File: src/rtl/seg7_scan_capture.sv
// Purpose : recovers BCD digits from a multiplexed 7-segment bus (seg + one-hot dig)
//           by synchronizing, waiting for each digit to hold steady, decoding it, and
//           assembling complete NDIG-digit frames.
// Latency : 2-flop synchronizer + STABLE_CYCLES identical samples per digit to capture;
//           frame published one edge after the last missing digit is captured.
// Backpressure: none; the bus is observed passively and frames overwrite the outputs.
// Ports   : clk, rst (async, active-high); seg[6:0] (a..g), dig[NDIG-1:0] (one-hot
//           enables); clr (sync clear of assembly); digits, digit_err, frame_valid,
//           frame_done (1-cycle publish pulse).
module seg7_scan_capture #(
    parameter int NDIG          = 4,
    parameter int STABLE_CYCLES = 4
) (
    input  logic                clk,
    input  logic                rst,
    input  logic [6:0]          seg,
    input  logic [NDIG-1:0]     dig,
    input  logic                clr,
    output logic [4*NDIG-1:0]   digits,
    output logic [NDIG-1:0]     digit_err,
    output logic                frame_valid,
    output logic                frame_done
);

    localparam int CW = $clog2(STABLE_CYCLES + 1);
    localparam int IW = (NDIG > 1) ? $clog2(NDIG) : 1;

    typedef enum logic [1:0] {S_HUNT, S_COUNT, S_HOLD} state_t;

    // synchronizer stages
    logic [6:0]            seg_m, s_seg;
    logic [NDIG-1:0]       dig_m, s_dig;

    // tracker
    state_t                state;
    logic [6:0]            l_seg;
    logic [NDIG-1:0]       l_dig;
    logic [CW-1:0]         cnt;

    // frame assembly
    logic [NDIG-1:0][3:0]  stage_dig;
    logic [NDIG-1:0]       stage_err;
    logic [NDIG-1:0]       seen;

    function automatic logic is_onehot(input logic [NDIG-1:0] v);
        return (v != '0) && ((v & (v - NDIG'(1))) == '0);
    endfunction

    function automatic logic [IW-1:0] onehot_idx(input logic [NDIG-1:0] v);
        logic [IW-1:0] r;
        r = '0;
        for (int i = 0; i < NDIG; i++) begin
            if (v[i]) r = r | IW'(i);
        end
        return r;
    endfunction

    // returns {error, code}
    function automatic logic [4:0] decode(input logic [6:0] s);
        logic [4:0] r;
        case (s)
            7'b1111110: r = {1'b0, 4'h0};
            7'b0110000: r = {1'b0, 4'h1};
            7'b1101101: r = {1'b0, 4'h2};
            7'b1111001: r = {1'b0, 4'h3};
            7'b0110011: r = {1'b0, 4'h4};
            7'b1011011: r = {1'b0, 4'h5};
            7'b1011111: r = {1'b0, 4'h6};
            7'b1110000: r = {1'b0, 4'h7};
            7'b1111111: r = {1'b0, 4'h8};
            7'b1111011: r = {1'b0, 4'h9};
            7'b0000000: r = {1'b0, 4'hA};   // blanked digit
            default:    r = {1'b1, 4'hE};
        endcase
        return r;
    endfunction

    logic              sample_eq;
    logic              s_onehot;
    logic              capture;
    logic              publish;
    logic [IW-1:0]     cap_idx;
    logic [NDIG-1:0]   cap_mask;
    logic [4:0]        cap_dec;

    always_comb begin
        sample_eq = (s_seg == l_seg) && (s_dig == l_dig);
        s_onehot  = is_onehot(s_dig);
        // the sample counted this edge is the STABLE_CYCLES-th identical one
        capture   = (state == S_COUNT) && sample_eq && (cnt == CW'(STABLE_CYCLES - 1));
        // publish one edge after seen fills up
        publish   = &seen;
        cap_idx   = onehot_idx(l_dig);
        cap_mask  = NDIG'(1) << cap_idx;
        cap_dec   = decode(l_seg);
    end

    always_ff @(posedge clk or posedge rst) begin
        if (rst) begin
            seg_m       <= '0;
            s_seg       <= '0;
            dig_m       <= '0;
            s_dig       <= '0;
            state       <= S_HUNT;
            l_seg       <= '0;
            l_dig       <= '0;
            cnt         <= '0;
            stage_dig   <= '0;
            stage_err   <= '0;
            seen        <= '0;
            digits      <= '0;
            digit_err   <= '0;
            frame_valid <= 1'b0;
            frame_done  <= 1'b0;
        end else begin
            seg_m      <= seg;
            s_seg      <= seg_m;
            dig_m      <= dig;
            s_dig      <= dig_m;
            frame_done <= 1'b0;

            if (clr) begin
                // discards assembly progress; published outputs are left alone
                state     <= S_HUNT;
                l_seg     <= '0;
                l_dig     <= '0;
                cnt       <= '0;
                stage_dig <= '0;
                stage_err <= '0;
                seen      <= '0;
            end else begin
                case (state)
                    S_HUNT: begin
                        if (s_onehot) begin
                            l_seg <= s_seg;
                            l_dig <= s_dig;
                            cnt   <= CW'(1);
                            state <= S_COUNT;
                        end
                    end
                    S_COUNT: begin
                        if (sample_eq) begin
                            if (cnt != CW'(STABLE_CYCLES)) cnt <= cnt + CW'(1);
                            if (capture) state <= S_HOLD;
                        end else if (s_onehot) begin
                            l_seg <= s_seg;
                            l_dig <= s_dig;
                            cnt   <= CW'(1);
                        end else begin
                            state <= S_HUNT;
                        end
                    end
                    S_HOLD: begin
                        if (!sample_eq) begin
                            if (s_onehot) begin
                                l_seg <= s_seg;
                                l_dig <= s_dig;
                                cnt   <= CW'(1);
                                state <= S_COUNT;
                            end else begin
                                state <= S_HUNT;
                            end
                        end
                    end
                    default: state <= S_HUNT;
                endcase

                if (capture) begin
                    stage_dig[cap_idx] <= cap_dec[3:0];
                    stage_err[cap_idx] <= cap_dec[4];
                end

                // a capture on the publish edge belongs to the next frame
                if (publish) begin
                    seen        <= capture ? cap_mask : '0;
                    digits      <= stage_dig;
                    digit_err   <= stage_err;
                    frame_valid <= 1'b1;
                    frame_done  <= 1'b1;
                end else if (capture) begin
                    seen <= seen | cap_mask;
                end
            end
        end
    end

endmodule
File: config.mk
export PLATFORM = sky130hd
export DESIGN_NAME = seg7_scan_capture
export DESIGN_NICKNAME = d
export VERILOG_FILES = /design/src/rtl/seg7_scan_capture.sv
export SDC_FILE = /design/constraint.sdc
export NUM_CORES = 1
export LEC_CHECK = 0
export BUFFER_PORTS_ARGS = -buffer_cell sky130_fd_sc_hd__buf_4
export CAP_MARGIN = 40
export CELL_PAD_IN_SITES_DETAIL_PLACEMENT = 1
export CELL_PAD_IN_SITES_GLOBAL_PLACEMENT = 1
export CORE_UTILIZATION = 50
export DETAILED_ROUTE_END_ITERATION = 6
export PLACE_DENSITY = 0.83
export SYNTH_ARGS = -nofsm -noshare
export SYNTH_HDL_FRONTEND = slang
export SYNTH_SLANG_ARGS = --single-unit
File: constraint.sdc
create_clock -name clk -period 5.94 [get_ports clk]
set_input_delay 1.485 -clock clk [delete_from_list [all_inputs] [get_ports clk]]
set_output_delay 1.485 -clock clk [all_outputs]
set_load 0.03 [all_outputs]
==> flow_summary.yaml <==
run_status:
  outcome: "completed"
sta:
  finalHoldViolCount: 0
  worstMarginPinSlew_ps: 788
  finalSetupViolCount: 0
  fmax_ghz: 0.361
  fin_crit_sh_pct: 46.7
  finClkSkew_ps: 9.57
  rsz0062_at_grt: "false"
  slew-limit-headroom_pct: 47.5
  layout_min_cycle_time_ps: 2770
  fin_ws_ps: 3170
  tns_ps: 0
  finalMaxSlewViolations: 0
global_route:
  grt_use_met3_pct: 6.16
  grt-busiest-layer: "met2"
  grt.total_usage_pct: 25.2
  antenna_found_initial: 0
  grt_pass1_vias: 2681
  grt-ovfl-total: 0
  met2_usage_pct: 40.6
  grt_max_degree: 64
  grt_use_met1_pct: 33.0
  grt_pass1_wl_mm: 14.0
route:
  wl_per_cell_um: 19.6
  drc: 0
  drtAntennaViolNets: 0
  routed_wl_mm: 8.43
  via_count: 2466
  vias_per_cell: 5.73
  first_pass_iters: 4
  drt_iter0_drc: 143
layout:
  fin_cells: 430
  num_antenna_cells: 0
  synthToLayoutAreaGrowth_pct: 14.0
  final_nets: 350
  layout-drive-gt1-share_pct: 25.7
die:
  pin_count: 36
  core_mm2: 0.00691
  die_x_um: 87.4
  num_rows: 30
  initial_core_util_pct: 52.8
  dieArea_mm2: 0.00763
  die_h_um: 87.4
synthesis:
  synth_top_family_by_area: "multiplexers"
  synthArstFlopShare_pct: 100
  synth_commonest_cells: "84 x dfrtp_1, 36 x nor2_1, 21 x mux2i_1, 20 x mux2_2"
  netlist_instances: 300
  synth_most_common_cell: "dfrtp_1"
  synth_edf_count: 0
  synth_warnings: 0
  syn_avg_cell_area_um2: 12.1
  synth-simple-area-share_pct: 11.7
  synth_compound_area_share_pct: 9.75
  synth-adder-area-share_pct: 2.40
  yosysSeqAreaShare_pct: 57.7
  synth_fp_nets: 321
  synth_top_area_share_pct: 57.7
  synth_cell_types: 53
  syn-cell-area_mm2: 0.00364
  synth-seq-cells: 84
  synth_area_leaders: "dfrtp_1 58%, mux2_2 6.2%, mux2i_1 5.8%"
  muxShareOfSynthArea_pct: 12.0
  synth_ff_type: "dfrtp_1"
  synth_xor_area_share_pct: 2.88
  yosys.area.top_type: "dfrtp_1"
worst_setup_path:
  path_max_fanout: 12
  crit_path_max_incr_delay_ps: 650
  cpMaxStageDelayCell: "a211o_1"
  critPathTopFamily: "simple AND/OR/NAND/NOR gates"
  crit_buf_inv: 0
  cp_data_arrival_time_ps: 3010
  cp_cell_sequence: "xnor2_1 > nand4_1 > nor3_2 > a211o_1 > mux2i_1 > nor2_1"
  endpoint_kind: "flip-flop"
  required_ps: 6180
  start_kind: "flip-flop"
  crit_type: "flip-flop to flip-flop"
power_and_ir_drop:
  powerDensity_mw_per_mm2: 291
  seqPwrFrac_pct: 51.4
  swShare_pct: 29.5
  leakage_uw: 0.00194
  p_int_uw: 852
  max-vdd-ir-drop_mv: 0.309
  combPwrFrac_pct: 12.5
  p_sw_uw: 356
  pwr-share-clk_pct: 36.1
clock_network:
  cts_sinks: 84
  cts_buffers: 9
  hold_buffers: 0
  cts_resized: 0
  clock_latency_ps: 370
  clock_path_buffers: 2
  clockRootBuffer: "clkbuf_8"
  clk_pin_slew_ps: 100
  cts_tree: "done"
  htree_levels: 3
  postCtsSetupBuffers: 0
placement:
  place_inst: 414
  post-dp-hpwl_mm: 5.36
  routabilityCongestion: 0.758
  port_buffers: 35
  place_ws_ps: 3150
job:
  cap_violations: 0
worst_hold_path:
  hp-class: "flip-flop to flip-flop"
[kinds of logic after synthesis]
family,Yosys count
compound gates,50
xor+xnor,12
mux,41
buf+inv,27
simple gates,79
fa+ha+maj,7
flops,84
[worst reg2reg max path, stage by stage (launching register included)]
cell	delay (ps)
dfrtp_1	620
xnor2_1	170
nand4_1	200
nor3_2	630
a211o_1	650
mux2i_1	300
nor2_1	70
[layer usage]
metal	wire length (um)	part of all wire, %
met5	0	0
met4	188	2.2
met3	283	3.4
met2	4230	50
met1	3720	44
[stage by stage]
stage / power (uW) / hold WS, ps / util (%) / area (um^2)
5_1_grt: 1250 / 361 / 60.1 / 4150
6_report: 1210 / 357 / 60.1 / 4150
3_5_place_dp: 779 / 336 / 57.1 / 3940
3_3_place_gp: 772 / 332 / 57.1 / 3940
4_1_cts: 1210 / 357 / 60.1 / 4150
2_1_floorplan: 738 / 331 / - / 3640
[flip-flops by register name (all words and copies together), names as in the netlist]
| signal | count |
|---|---|
| seen | 4 |
| frame_valid | 1 |
| seg_m | 7 |
| dig_m | 4 |
| cnt | 3 |
| state | 2 |
| stage_dig | 16 |
| frame_done | 1 |
| s_dig | 4 |
| digit_err | 4 |
| s_seg | 7 |
| digits | 16 |
| stage_err | 4 |
| l_seg | 7 |
| l_dig | 4 |
[layout make-up]
cell class | instances | area, um^2
inverters | 8 | 31.3
repair buffers | 37 | 278
fillers | 740 | 2750
well taps | 96 | 120
flip-flops and latches | 84 | 2100
clock buffers | 9 | 124
clock inverters | 7 | 87.6
multi-input cells | 189 | 1410
[layout by cell type (no fill, tap or decap), types with 5 or more instances in the layout]
| master | Yosys | routed |
|---|---|---|
| o21ai_0 | 8 | 8 |
| a21oi_1 | 12 | 12 |
| nor2_1 | 36 | 36 |
| mux2i_1 | 21 | 21 |
| mux2_2 | 20 | 20 |
| buf_4 | 1 | 37 |
| clkbuf_8 | 0 | 9 |
| dfrtp_1 | 84 | 84 |
| inv_1 | 7 | 6 |
| nand2_1 | 7 | 7 |
| nor3_1 | 5 | 5 |
| xnor2_1 | 12 | 12 |
| nand3_1 | 5 | 5 |
| ha_1 | 7 | 7 |
[path summary, 6_finish.rpt]
check / cells past startpoint / from / to / slack [ps]
max in group asynchronous: 3 / rst / cnt[1] / 3750
worst min-delay path: 0 / dig_m[1] / s_dig[1] / 360
worst min register to register: 0 / dig_m[1] / s_dig[1] / 360
min in group asynchronous: 2 / rst / seg_m[2] / 1080
worst max-delay path: 6 / l_seg[6] / l_dig[0] / 3170
worst max register to register: 6 / l_seg[6] / l_dig[0] / 3170
[power by group through the flow]
stage	registers [uW]	logic, uW	clock network, uW
6_report	621	151	436
5_1_grt	625	166	460
4_1_cts	621	152	439
3_5_place_dp	630	148	0
3_3_place_gp	628	144	0
2_1_floorplan	615	123	0
(Power assumes the default switching activity.)
